File: src/rtl/wb_dmi_host_if.sv
// Wishbone bus bundle: 32-bit classic/pipelined Wishbone with stall.
// Latency: none, signal bundle only.
// Backpressure: stall from slave to master; ack/err terminate a cycle.
// Ports (master view): cyc, stb, we, adr[31:0], sel[3:0], dat_m[31:0] out; dat_s[31:0], ack, err, stall in.
interface wb_if;
  logic        cyc;
  logic        stb;
  logic        we;
  logic [31:0] adr;
  logic [3:0]  sel;
  logic [31:0] dat_m;
  logic [31:0] dat_s;
  logic        ack;
  logic        err;
  logic        stall;

  modport master (
    output cyc, stb, we, adr, sel, dat_m,
    input  dat_s, ack, err, stall
  );

  modport slave (
    input  cyc, stb, we, adr, sel, dat_m,
    output dat_s, ack, err, stall
  );
endinterface

File: src/rtl/wb_dmi_host.sv
// Wishbone slave that turns each bus access into one DMI request/response on the DM's DTM-side port, plus a local CSR.
// Latency: DMI access = 1 (accept) + req handshake + resp wait + 1 (ack) cycles, min 4; CSR/illegal accesses answer in 2.
// Backpressure: stall high whenever not IDLE; dmi_req held stable until dmi_req_ready; aborts with err after TimeoutCycles.
// Ports: clk, rst_n (async, active low); wbs (wb_if.slave); dmi_rst_n; dmi_req_valid/ready/dmi_req;
//        dmi_resp_valid/ready/dmi_resp. dmi_req = {addr[6:0], op[1:0], data[31:0]}, dmi_resp = {data[31:0], resp[1:0]},
//        bit-compatible with dm::dmi_req_t / dm::dmi_resp_t so this file carries no package dependency.
module wb_dmi_host #(
  parameter int unsigned TimeoutCycles = 1024,
  parameter int unsigned DmiRstCycles  = 4
) (
  input  logic        clk,
  input  logic        rst_n,
  wb_if.slave         wbs,
  output logic        dmi_rst_n,
  output logic        dmi_req_valid,
  input  logic        dmi_req_ready,
  output logic [40:0] dmi_req,
  input  logic        dmi_resp_valid,
  output logic        dmi_resp_ready,
  input  logic [33:0] dmi_resp
);

  localparam int unsigned TimerW = $clog2(TimeoutCycles + 1);
  localparam int unsigned RstW   = $clog2(DmiRstCycles + 1);
  localparam logic [TimerW-1:0] TimerMax = TimerW'(TimeoutCycles);
  localparam logic [RstW-1:0]   RstLoad  = RstW'(DmiRstCycles);

  typedef enum logic [2:0] {
    ST_IDLE,
    ST_REQ,
    ST_WAIT,
    ST_RESP_ACK,
    ST_RESP_ERR
  } state_e;

  state_e            state_q, state_d;
  logic [40:0]       req_q, req_d;
  logic              req_valid_q, req_valid_d;
  logic              resp_ready_q, resp_ready_d;
  logic              ack_q, ack_d;
  logic              err_q, err_d;
  logic              stall_q, stall_d;
  logic [31:0]       dat_s_q, dat_s_d;
  logic [TimerW-1:0] timer_q, timer_d;
  logic              timeout_q, timeout_d;
  logic              aborted_q, aborted_d;
  logic [RstW-1:0]   rst_cnt_q, rst_cnt_d;

  logic hit_dmi;
  logic hit_csr;
  logic respond;
  logic timer_hit;
  logic take_timeout;

  // Byte lanes within a word carry no meaning here.
  logic unused_adr_lsb;
  assign unused_adr_lsb = ^wbs.adr[1:0];

  assign hit_dmi = (wbs.adr[31:9] == 23'd0);
  assign hit_csr = (wbs.adr[31:2] == 30'h80);

  always_comb begin
    state_d      = state_q;
    req_d        = req_q;
    req_valid_d  = req_valid_q;
    resp_ready_d = resp_ready_q;
    ack_d        = 1'b0;
    err_d        = 1'b0;
    dat_s_d      = '0;
    timer_d      = timer_q;
    timeout_d    = timeout_q;
    aborted_d    = aborted_q;
    rst_cnt_d    = (rst_cnt_q != '0) ? rst_cnt_q - RstW'(1) : rst_cnt_q;
    take_timeout = 1'b0;
    // A master that dropped cyc at any point in this access gets no termination.
    respond      = wbs.cyc && !aborted_q;
    timer_hit    = (timer_q == TimerMax);

    unique case (state_q)
      ST_IDLE: begin
        timer_d   = '0;
        aborted_d = 1'b0;
        if (wbs.cyc && wbs.stb) begin
          if (hit_csr) begin
            state_d = ST_RESP_ACK;
            ack_d   = 1'b1;
            if (wbs.we) begin
              if (wbs.dat_m[0]) timeout_d = 1'b0;
              if (wbs.dat_m[1]) rst_cnt_d = RstLoad;
            end else begin
              dat_s_d = {31'd0, timeout_q};
            end
          end else if (!hit_dmi || (rst_cnt_q != '0) || (wbs.we && (wbs.sel != 4'hF))) begin
            // Partial writes cannot be expressed on DMI; DM is also unusable while held in reset.
            state_d = ST_RESP_ERR;
            err_d   = 1'b1;
          end else begin
            state_d     = ST_REQ;
            req_valid_d = 1'b1;
            req_d       = {wbs.adr[8:2], (wbs.we ? 2'd2 : 2'd1), wbs.dat_m};
          end
        end
      end

      ST_REQ: begin
        timer_d = timer_q + TimerW'(1);
        if (!wbs.cyc) aborted_d = 1'b1;
        if (timer_hit) begin
          take_timeout = 1'b1;
        end else if (dmi_req_ready) begin
          req_valid_d  = 1'b0;
          resp_ready_d = 1'b1;
          state_d      = ST_WAIT;
        end
      end

      ST_WAIT: begin
        timer_d = timer_q + TimerW'(1);
        if (!wbs.cyc) aborted_d = 1'b1;
        // A response arriving on the timeout cycle still counts.
        if (dmi_resp_valid) begin
          resp_ready_d = 1'b0;
          if (dmi_resp[1:0] == 2'd0) begin
            state_d = ST_RESP_ACK;
            ack_d   = respond;
            dat_s_d = respond ? dmi_resp[33:2] : 32'd0;
          end else begin
            state_d = ST_RESP_ERR;
            err_d   = respond;
          end
        end else if (timer_hit) begin
          take_timeout = 1'b1;
        end
      end

      ST_RESP_ACK, ST_RESP_ERR: begin
        state_d = ST_IDLE;
      end

      default: begin
        state_d = ST_IDLE;
      end
    endcase

    // Abandon the DMI transaction and reset the DM so a late response cannot leak into the next access.
    if (take_timeout) begin
      timeout_d    = 1'b1;
      rst_cnt_d    = RstLoad;
      req_valid_d  = 1'b0;
      resp_ready_d = 1'b0;
      state_d      = ST_RESP_ERR;
      err_d        = respond;
    end

    stall_d = (state_d != ST_IDLE);
  end

  always_ff @(posedge clk or negedge rst_n) begin
    if (!rst_n) begin
      state_q      <= ST_IDLE;
      req_q        <= '0;
      req_valid_q  <= 1'b0;
      resp_ready_q <= 1'b0;
      ack_q        <= 1'b0;
      err_q        <= 1'b0;
      stall_q      <= 1'b0;
      dat_s_q      <= '0;
      timer_q      <= '0;
      timeout_q    <= 1'b0;
      aborted_q    <= 1'b0;
      rst_cnt_q    <= '0;
    end else begin
      state_q      <= state_d;
      req_q        <= req_d;
      req_valid_q  <= req_valid_d;
      resp_ready_q <= resp_ready_d;
      ack_q        <= ack_d;
      err_q        <= err_d;
      stall_q      <= stall_d;
      dat_s_q      <= dat_s_d;
      timer_q      <= timer_d;
      timeout_q    <= timeout_d;
      aborted_q    <= aborted_d;
      rst_cnt_q    <= rst_cnt_d;
    end
  end

  assign dmi_rst_n      = rst_n & (rst_cnt_q == '0);
  assign dmi_req_valid  = req_valid_q;
  assign dmi_req        = req_q;
  assign dmi_resp_ready = resp_ready_q;
  assign wbs.ack        = ack_q;
  assign wbs.err        = err_q;
  assign wbs.stall      = stall_q;
  assign wbs.dat_s      = dat_s_q;

endmodule
File: src/flat_wrapper.sv
// flat-port wrapper written by rule: the top's interface ports become plain ports
module wb_dmi_host_flat 
#(
  parameter int unsigned TimeoutCycles = 1024,
  parameter int unsigned DmiRstCycles  = 4
)
  (clk, rst_n, dmi_rst_n, dmi_req_valid, dmi_req_ready, dmi_req, dmi_resp_valid, dmi_resp_ready, dmi_resp, wbs_cyc, wbs_stb, wbs_we, wbs_adr, wbs_sel, wbs_dat_m, wbs_dat_s, wbs_ack, wbs_err, wbs_stall);
  wb_if wbs_i ();
  input  logic clk;
  input  logic rst_n;
  output logic dmi_rst_n;
  output logic dmi_req_valid;
  input  logic dmi_req_ready;
  output logic [40:0] dmi_req;
  input  logic dmi_resp_valid;
  output logic dmi_resp_ready;
  input  logic [33:0] dmi_resp;
  input wire logic [$bits(wbs_i.cyc)-1:0] wbs_cyc;
  input wire logic [$bits(wbs_i.stb)-1:0] wbs_stb;
  input wire logic [$bits(wbs_i.we)-1:0] wbs_we;
  input wire logic [$bits(wbs_i.adr)-1:0] wbs_adr;
  input wire logic [$bits(wbs_i.sel)-1:0] wbs_sel;
  input wire logic [$bits(wbs_i.dat_m)-1:0] wbs_dat_m;
  output wire logic [$bits(wbs_i.dat_s)-1:0] wbs_dat_s;
  output wire logic [$bits(wbs_i.ack)-1:0] wbs_ack;
  output wire logic [$bits(wbs_i.err)-1:0] wbs_err;
  output wire logic [$bits(wbs_i.stall)-1:0] wbs_stall;
  assign wbs_i.cyc = wbs_cyc;
  assign wbs_i.stb = wbs_stb;
  assign wbs_i.we = wbs_we;
  assign wbs_i.adr = wbs_adr;
  assign wbs_i.sel = wbs_sel;
  assign wbs_i.dat_m = wbs_dat_m;
  assign wbs_dat_s = wbs_i.dat_s;
  assign wbs_ack = wbs_i.ack;
  assign wbs_err = wbs_i.err;
  assign wbs_stall = wbs_i.stall;
  wb_dmi_host #(.TimeoutCycles(TimeoutCycles), .DmiRstCycles(DmiRstCycles)) u_core (.clk(clk), .rst_n(rst_n), .wbs(wbs_i), .dmi_rst_n(dmi_rst_n), .dmi_req_valid(dmi_req_valid), .dmi_req_ready(dmi_req_ready), .dmi_req(dmi_req), .dmi_resp_valid(dmi_resp_valid), .dmi_resp_ready(dmi_resp_ready), .dmi_resp(dmi_resp));
endmodule
File: config.mk
export PLATFORM = sky130hd
export DESIGN_NAME = wb_dmi_host_flat
export DESIGN_NICKNAME = d
export VERILOG_FILES = /design/src/rtl/wb_dmi_host_if.sv /design/src/rtl/wb_dmi_host.sv /design/src/flat_wrapper.sv
export SDC_FILE = /design/constraint.sdc
export NUM_CORES = 1
export LEC_CHECK = 0
export ABC_AREA = 1
export CORE_ASPECT_RATIO = 0.7
export CORE_MARGIN = 5
export CORE_UTILIZATION = 40
export CTS_BUF_LIST = sky130_fd_sc_hd__clkbuf_4 sky130_fd_sc_hd__clkbuf_8
export CTS_CLUSTER_SIZE = 16
export DETAILED_ROUTE_END_ITERATION = 7
export PLACE_DENSITY = 0.81
export SYNTH_ARGS = -nofsm -noshare
export SYNTH_HDL_FRONTEND = slang
export SYNTH_SLANG_ARGS = --single-unit
File: constraint.sdc
create_clock -name clk -period 2.05 [get_ports clk]
set_input_delay 0.3075 -clock clk [delete_from_list [all_inputs] [get_ports clk]]
set_output_delay 0.3075 -clock clk [all_outputs]
set_load 0.005 [all_outputs]
[Yosys cells after proc, flatten, opt, wreduce, memory -nomap -nowiden]
Cells that the tools add are included.
Cells by class
  $add $sub $neg: 2
  equal/unequal tests: 12
  mux-type cells: 60
  bitwise operators: 3
  reductions and logical operators: 27
Operators by type and width (number)
  32-bit 2-to-1 mux: 5
  32-bit one-hot mux with 2 select lines: 1
  3-bit 2-to-1 mux: 15
  30-bit by 8-bit == test with 1-bit output, second input constant: 1
  1-bit 2-to-1 mux: 30
  23-bit logical NOT: 1
  11-bit one-hot mux with 2 select lines: 1
  1-bit one-hot mux with 2 select lines: 6
  2-bit nonzero test: 6
  3-bit nonzero test: 4
  11-bit by 1-bit adder with 11-bit output, second input constant: 1
  11-bit == test, second input constant: 1
  3-bit by 2-bit != test with 1-bit output, second input constant: 3
  3-bit one-hot mux with 3 select lines: 1
  4-bit AND reduction: 2
  3-bit logical NOT: 2
  3-bit != test, second input constant: 2
  6-bit AND reduction: 1
  5-bit AND reduction: 1
  4-bit != test, second input constant: 1
  3-bit by 1-bit == test with 1-bit output, second input constant: 1
  3-bit by 2-bit == test with 1-bit output, second input constant: 1
  1-bit logical AND: 3
  3-bit by 1-bit != test with 1-bit output, second input constant: 1
  other kinds (10): 13
Storage, ports and cells
  register bits after elaboration: 97
  input port bits: 109
  output and inout bits: 79
  word-level logic and storage cells: 116

[Longest topological paths before layout]
Gate-level depths: netlist of the first run.
  depth in word-level cells: 10
  gate-level depth with buffers: 12
  mapped depth without buffers: 12

[Worst setup path before layout of the first run]
OpenSTA, ideal clock, no wires.
  kind: register to register
  start: reg u_core.rst_cnt_q[0]
  end: reg u_core.req_q[24] (netlist: u_core.dmi_req[24])
  setup time: 117 ps
  arrival time: 1648 ps
  data required time: 1933 ps
  slack: 285 ps
  cell stages (with the launch flop): 13
  path buffers: 2
  period minus slack after synthesis: 1765 ps
  cells stage by stage: dfrtp_1 -> inv_1 -> ha_1 -> inv_1 -> nor2_4 -> nand3_1 -> or2_1 -> nor2_4 -> nand2_2 -> buf_6 -> buf_6 -> nand2_1 -> nand2_1
On the way
  cells in the longest elaborated chain, start to end: 5
Ends and longest elaborated chain
  start, declared: RTL line wb_dmi_host.sv:47  | logic [RstW-1:0] rst_cnt_q, rst_cnt_d;
  start signal, assigned: RTL line wb_dmi_host.sv:184  | rst_cnt_q <= rst_cnt_d;
  3-bit nonzero test: RTL line wb_dmi_host.sv:93  | end else if (!hit_dmi || (rst_cnt_q != '0) || (wbs.we && (wbs.sel != 4'hF))) begin
  1-bit logical OR (2 in a row): RTL line wb_dmi_host.sv:93
  1-bit inverter (no line)
  4-bit AND reduction (no line)
  end signal, assigned: RTL line wb_dmi_host.sv:174  | req_q <= req_d;
  end, declared: RTL line wb_dmi_host.sv:37  | logic [40:0] req_q, req_d;
Every way passes these cells.
A chain may end at the register's enable or synchronous reset.

[Final worst setup path of the first run]
  start: reg u_core.rst_cnt_q[0]
  end: reg u_core.req_q[33] (netlist: u_core.dmi_req[33])
The elaborated chain is that of the path after synthesis.

==> out/results.md, run 1 <==
| Quantity | Reported | Unit |
|---|---|---|
| Static Leakage | 3.349 | nW |
| Launching element type of the critical path | register | - |
| Number of rows created at floorplan | 31 | - |
| Pin count of the biggest net entering global routing | 59 | - |
| Post-synthesis sequential area ratio | 0.5708 | - |
| Post-route insts no fill | 849 | - |
| Final core utilization | 0.6318 | - |
| Number of top-level pins | 188 | - |
| Multi-input combinational cell area | 1430 | um^2 |
| Fill count | 861 | - |
| Synthesis-to-finish area growth | 53.84 | % |
| X dimension of the die | 133.2 | um |
| Slew @ Worst Pin | 0.7196 | ns |
| Share of final-layout standard cells stronger than drive strength 1 | 0.05439 | - |
| Post-synth top flop | dfrtp_1 | - |
| Wire length of the first global-routing pass | 19260 | um |
| Library cell used as clock root buffer | clkbuf_8 | - |
| CP max FO | 21 | - |
| GRT Overall Usage | 0.1879 | - |
| Via Count | 4005 | - |
| Unrepaired setup endpoints after global routing | no | - |
| Outcome | finished clean | - |
| Effective utilization at floorplan | 0.4107 | - |
| Power, Total | 3.510 | mW |
| Area of the mapped netlist | 4253 | um^2 |
| Post-synthesis async set-or-reset flop share | 1.000 | - |
| Worst clock skew | 0.008624 | ns |
| Area of all placed cells without fillers | 6543 | um^2 |
| Total placed instance area | 6297 | um^2 |
| Total Wirelength | 12280 | um |
| Clock slew at the register clock pins of the worst setup and hold paths | 0.09 | ns |
| Highest-count cells in the layout ignoring fill and taps | 183 x clkdlybuf4s50_1, 124 x nand2_1, 97 x dfrtp_1 | - |
| Critical path class | reg -> reg | - |
| Arrival time at the worst endpoint | 2.15 | ns |
| CP Capture Type | register | - |
| Number of synthesized flops with an enable pin | 0 | - |
| Vias in the first global route | 3974 | - |
| Core area | 10360 | um^2 |
| HPWL reported at the end of detailed placement | 9349 | um |
| CTS Sinks | 97 | - |
| Ant diodes | 0 | - |
| Final worst setup slack | 0.1442 | ns |
| Number of flip-flops and latches in the synthesized netlist | 97 | - |
| Final Wtd Congestion | 0.8470 | - |
| Setup slack after placement | 0.04462 | ns |
| Worst hold margin | 0.01104 | ns |
| Number of H-tree branching levels | 3 | - |
| Number of buffers on the longest clock path | 2 | - |
| Pwr dens | 536.5 | nW/um^2 |
| Routed length per instance | 14.47 | um |
| Iteration-0 DRC Markers | 223 | - |
| Post-DRT Antenna Nets | 0 | - |
| Post-placement cell count | 831 | - |
| Avg Vias per Cell | 4.717 | - |
| Normalized max-slew margin | 0.5203 | - |
| Required time of the critical path | 2.30 | ns |
| Hold WC Path Type | in -> async | - |
| Remaining global-route overflow | 0 | - |
| Mean post-synth cell area | 8.242 | um^2 |
| Share of the cycle needed by the critical path after routing | 0.9297 | - |
| Max Slew Vio Count | 0 | - |
| Yosys Warn Count | 0 | - |
| Unique masters post-synth | 27 | - |
| Period minus WS final | 1.906 | ns |
| Port Buf Inserts | 185 | - |
| Clock tree from TritonCTS | built | - |
| Storage element area | 2427 | um^2 |
| Number of detailed-route iterations in the first pass | 5 | - |
| Insertion delay of the later-clocked pin in the worst-skew pair | 0.35 | ns |
| Most common library cell in the layout ignoring fill and taps | clkdlybuf4s50_1 | - |
| Maximum capacitance violations | 0 | - |
| Setup TNS Final | 0 | ns |
| Die Area | 12830 | um^2 |
| Maximum achievable frequency | 524.7 | MHz |
| Hold-fix buffer count after cts | 0 | - |
| Mapped Cells | 516 | - |
| Setup-violating endpoint count in the final report | 0 | - |
| Synthesized Nets | 629 | - |
| Number of antenna violations at the first check in global routing | 1 | - |
| Max VDD drop | 0.0003659 | V |
| Inserted Clock Buffers | 9 | - |
| Post-route DRC | 0 | - |
| Y dimension of the die | 96.27 | um |
| Final-stage net count | 825 | - |
| Number of hold violations in the final report | 0 | - |
-- report_power, final --
| part | total [mW] | switching (mW) | internal (mW) |
|---|---|---|---|
| Sequential | 1.92 | 0.00148 | 1.92 |
| Clock | 1.25 | 0.652 | 0.600 |
| Combinational | 0.341 | 0.133 | 0.208 |
| Total | 3.51 | 0.787 | 2.72 |
-- cell usage after synthesis (3+ instances only) --
cell / number / area, um^2
o22ai_1: 3 / 18.77
nand3b_1: 3 / 22.52
o21ai_0: 9 / 45.04
clkbuf_1: 4 / 15.01
ha_1: 4 / 50.05
nor2_1: 79 / 296.5
nand3_1: 57 / 285.3
inv_1: 86 / 322.8
nor3_1: 4 / 20.02
nand4_1: 3 / 18.77
dfrtp_1: 97 / 2427
nand2_1: 124 / 465.5
o21ai_1: 7 / 35.03
a21oi_1: 11 / 55.05
buf_2: 7 / 35.03
-- cell families (layout without fill, tap and decap cells) --
logic type      Yosys count  after routing  share of synthesized area
buf+inv                 101            302                    0.09473
flops                    97             97                     0.5708
fa+ha+maj                 4              4                    0.01177
xor+xnor                  3              3                   0.006179
simple gates            277            277                     0.2733
compound gates           34             34                    0.04325
-- path summary, 6_finish.rpt --
kind	from	endpoint	slack, ns	cells past startpoint
max	u_core.rst_cnt_q[0]	u_core.dmi_req[33]	0.14	12
min	rst_n	u_core.dmi_req[31]	0.01	2
max reg2reg	u_core.rst_cnt_q[0]	u_core.dmi_req[33]	0.14	12
min reg2reg	u_core.dmi_req[14]	u_core.dmi_req[14]	0.47	2
max in group asynchronous	rst_n	u_core.wbs.dat_s[22]	0.95	3
min in group clk	dmi_resp[16]	u_core.wbs.dat_s[14]	0.46	3
-- flip-flops by register name, summed over array words and instances (netlist names) --
name and flops:
u_core.wbs.dat_s 32, u_core.dmi_req_valid 1, u_core.dmi_resp_ready 1, u_core.dmi_req 41, u_core.state_q 3, u_core.aborted_q 1
u_core.wbs.err 1, u_core.wbs.stall 1, u_core.timer_q 11, u_core.timeout_q 1, u_core.rst_cnt_q 3, u_core.wbs.ack 1
-- final cells by class --
type | count | area share
Multi-Input combinational cell | 318 | 0.2186
Inverter | 86 | 0.04934
Clock inverter | 6 | 0.009945
Tap cell | 132 | 0.02524
Sequential cell | 97 | 0.3710
Clock buffer | 10 | 0.02104
Timing Repair Buffer | 200 | 0.3048
-- layer usage --
| metal | vias to the layer above | GRT usage | wire, um |
|---|---|---|---|
| li1 | 1969 | - | - |
| met1 | 1856 | 0.2309 | 5070 |
| met2 | 162 | 0.3209 | 5903 |
| met3 | 16 | 0.07419 | 1166 |
| met4 | 2 | 0.03425 | 125 |
| met5 | - | 0 | 18 |
-- worst max-delay path, cell delays in order, from the launching register on --
cell and delay [ns]:
dfrtp_1 0.41, inv_2 0.08, ha_1 0.14, inv_1 0.06
nor2_4 0.11, buf_4 0.14, nand3_1 0.07, or2_4 0.25
nor2_4 0.14, nand2_4 0.09, buf_12 0.17, o21ai_1 0.11
inv_1 0.04
-- what timing repair did --
action,CTS,global route
buffers inserted,1,0
pin swaps,1,1
setup endpoints to repair,1,35
gates resized for setup,1,4
cloned,0,1
Power figures use the tool's default switching activity.
==> run 2: changes to the inputs <==
--- a/config.mk
+++ b/config.mk
@@ -7,7 +7,6 @@
 export LEC_CHECK = 0
 export ABC_AREA = 1
 export CORE_ASPECT_RATIO = 0.7
-export CORE_MARGIN = 5
 export CORE_UTILIZATION = 40
 export CTS_BUF_LIST = sky130_fd_sc_hd__clkbuf_4 sky130_fd_sc_hd__clkbuf_8
 export CTS_CLUSTER_SIZE = 16
==> run 2 against run 1 <==
Against the previous run:
- sequential power about the same
- final area decreased by 0.55%
- the flow now finishes with violations (DRC)
- final cell count decreased by 0.12%
- wire length decreased by 5.8%
- count of clock-buffer cells in the layout decreased by 1
- critical path type is now reg -> out
- highest routed layer is now met4
- clock skew about the same
- die area decreased by 14%
- setup slack got worse by 0.016 ns
==> out/results.md, run 2 (synthesized netlist as in run 1, its figures left out) <==
| Quantity | Reported | Unit | Change |
|---|---|---|---|
| Arrival time at the worst endpoint | 1.61 | ns | -0.54 ns |
| Hold-fix buffer count after cts | 0 | - | unchanged |
| X dimension of the die | 125.2 | um | -6.0% |
| Pin count of the biggest net entering global routing | 54 | - | -8.5% |
| Max VDD drop | 0.0003457 | V | -5.5% |
| Cell count of the worst reg-to-reg path | 11 | - | -1 |
| Unrepaired setup endpoints after global routing | no | - |  |
| Static Leakage | 3.316 | nW | -0.97% |
| Number of top-level pins | 188 | - | unchanged |
| Critical path class | reg -> out | - |  |
| Die Area | 11050 | um^2 | -14% |
| Endpoint of the worst register-to-register path | u_core.dmi_req[37] | - |  |
| Setup slack after placement | -0.02681 | ns | -0.07143 ns |
| Post-DRT Antenna Nets | 0 | - | unchanged |
| Number of antenna violations at the first check in global routing | 0 | - | -1 |
| Share of the cycle needed by the critical path after routing | 0.9374 | - | +0.007700 |
| Wire length of the first global-routing pass | 18290 | um | -5.1% |
| CP max FO | 5 | - | -76% |
| Maximum achievable frequency | 520.4 | MHz | -0.82% |
| Number of detailed-route iterations in the first pass | 8 | - | +3 |
| R2r startpoint | u_core.rst_cnt_q[0] | - |  |
| Flip-flop count of the largest register, all copies and words added | 41 | - | unchanged |
| Inserted Clock Buffers | 9 | - | unchanged |
| Port Buf Inserts | 185 | - | unchanged |
| Final core utilization | 0.6282 | - | -0.003504 |
| Via Count | 3954 | - | -1.3% |
| Maximum capacitance violations | 0 | - | unchanged |
| Avg Vias per Cell | 4.663 | - | -1.2% |
| Highest-count cells in the layout ignoring fill and taps | 183 x clkdlybuf4s50_1, 124 x nand2_1, 97 x dfrtp_1 | - |  |
| Most common library cell in the layout ignoring fill and taps | clkdlybuf4s50_1 | - |  |
| Library cell used as clock root buffer | clkbuf_8 | - |  |
| Setup-violating endpoint count in the final report | 0 | - | unchanged |
| Normalized max-slew margin | 0.5587 | - | +0.03844 |
| Remaining global-route overflow | 0 | - | unchanged |
| Insertion delay of the later-clocked pin in the worst-skew pair | 0.36 | ns | about the same |
| Post-route insts no fill | 848 | - | -0.12% |
| Total Wirelength | 11570 | um | -5.8% |
| Number of hold violations in the final report | 0 | - | unchanged |
| Ant diodes | 0 | - | unchanged |
| Final Wtd Congestion | 0.8465 | - | about the same |
| Launching element type of the critical path | register | - |  |
| Pwr dens | 543.0 | nW/um^2 | +1.2% |
| Final worst setup slack | 0.1284 | ns | -0.01579 ns |
| Period minus WS final | 1.922 | ns | +0.01578 ns |
| Vias in the first global route | 3929 | - | -1.1% |
| Clock tree from TritonCTS | built | - |  |
| Hold WC Path Type | in -> async | - |  |
| Outcome | finished, violations left | - |  |
| Post-CTS setup buffer count | 0 | - | -1 |
| Number of rows created at floorplan | 31 | - | unchanged |
| Failing checks | DRC | - |  |
| CTS Sinks | 97 | - | unchanged |
| Max Slew Vio Count | 0 | - | unchanged |
| Required time of the critical path | 1.74 | ns | -0.56 ns |
| Number of H-tree branching levels | 3 | - | unchanged |
| Effective utilization at floorplan | 0.4107 | - | unchanged |
| Synthesis-to-finish area growth | 52.99 | % |  |
| Worst clock skew | 0.008845 | ns | +0.0002215 ns |
| CP Capture Type | primary output | - |  |
| HPWL reported at the end of detailed placement | 8823 | um | -5.6% |
| Post-placement cell count | 832 | - | +0.12% |
| Share of final-layout standard cells stronger than drive strength 1 | 0.05028 | - | -0.004114 |
| Slew @ Worst Pin | 0.6620 | ns | -0.05766 ns |
| Iteration-0 DRC Markers | 190 | - | -15% |
| Final-stage net count | 824 | - | -0.12% |
| Reg2reg setup slack | 0.15 | ns | about the same |
| GRT Overall Usage | 0.2117 | - | +0.02380 |
| Core area | 10360 | um^2 | unchanged |
| Clock slew at the register clock pins of the worst setup and hold paths | 0.10 | ns | about the same |
| Routed length per instance | 13.65 | um | -5.7% |
| Number of buffers on the longest clock path | 2 | - | unchanged |
| Y dimension of the die | 88.27 | um | -8.3% |
| Post-route DRC | 14 | - | +14 |
## run 2: power by group
part / leakage (nW) / total (mW) / switching, mW / internal, mW
registers: 1.35 / 1.92 / 0.00155 / 1.92
clock network: 0.100 / 1.27 / 0.699 / 0.575
logic: 1.87 / 0.342 / 0.134 / 0.208
total: 3.32 / 3.53 / 0.834 / 2.70
## run 2: worst max path at each step
stage / cells after the start / to / from / slack (ns)
floorplan: 12 / u_core.dmi_req[24] / u_core.rst_cnt_q[0] / 0.28
global placement: 10 / u_core.dmi_req[39] / wbs_adr[10] / 0.02
detailed placement: 10 / u_core.dmi_req[39] / wbs_adr[10] / -0.03
CTS: 7 / dmi_rst_n / u_core.rst_cnt_q[0] / 0.07
global route: 7 / dmi_rst_n / u_core.rst_cnt_q[0] / 0.01
finish: 7 / dmi_rst_n / u_core.rst_cnt_q[0] / 0.13
## run 2: per-layer routing
metal  share of wire  wire length, um  GRT usage  vias up
met5               0                0          0        -
met4           0.012              143    0.05654        0
met3           0.081              937    0.07074       13
met2            0.49             5624     0.3667      135
met1            0.42             4864     0.2579     1842
li1                -                -          -     1964
## run 2: repair_timing
item / in CTS / in global routing
endpoints found under the hold margin: 0 / 0
endpoints found under the setup margin: 1 / 1
gates resized for setup: 1 / 1
## run 2: area by class of cell
| cell class | instances | area (um^2) |
|---|---|---|
| clock buffer | 9 | 123.9 |
| clock inverter | 7 | 77.57 |
| fill | 883 | 3850 |
| inverter | 86 | 322.8 |
| multi-input combinational | 318 | 1423 |
| sequential | 97 | 2427 |
| tap | 132 | 165.2 |
| timing repair buffer | 199 | 1967 |
## run 2: through the flow
stage / total power [mW] / setup TNS [ns] / cell area [um^2] / hold slack, ns
finish: 3.533 / 0 / 6506 / 0.02978
global route: 3.687 / 0 / 6506 / 0.07382
CTS: 3.580 / 0 / 6505 / 0.04223
detailed placement: 2.298 / -0.2364 / 6305 / 0.4499
global placement: 2.293 / 0 / 6305 / 0.4396
floorplan: 2.018 / 0 / 4253 / 0.01191
## run 2: worst max-delay path, stage by stage, from the launching register on
cell and delay, ns:
dfrtp_1 0.40, inv_1 0.08, ha_1 0.14, inv_1 0.06, nor2_4 0.14, inv_1 0.09, nor2_1 0.09, clkdlybuf4s15_1 0.26
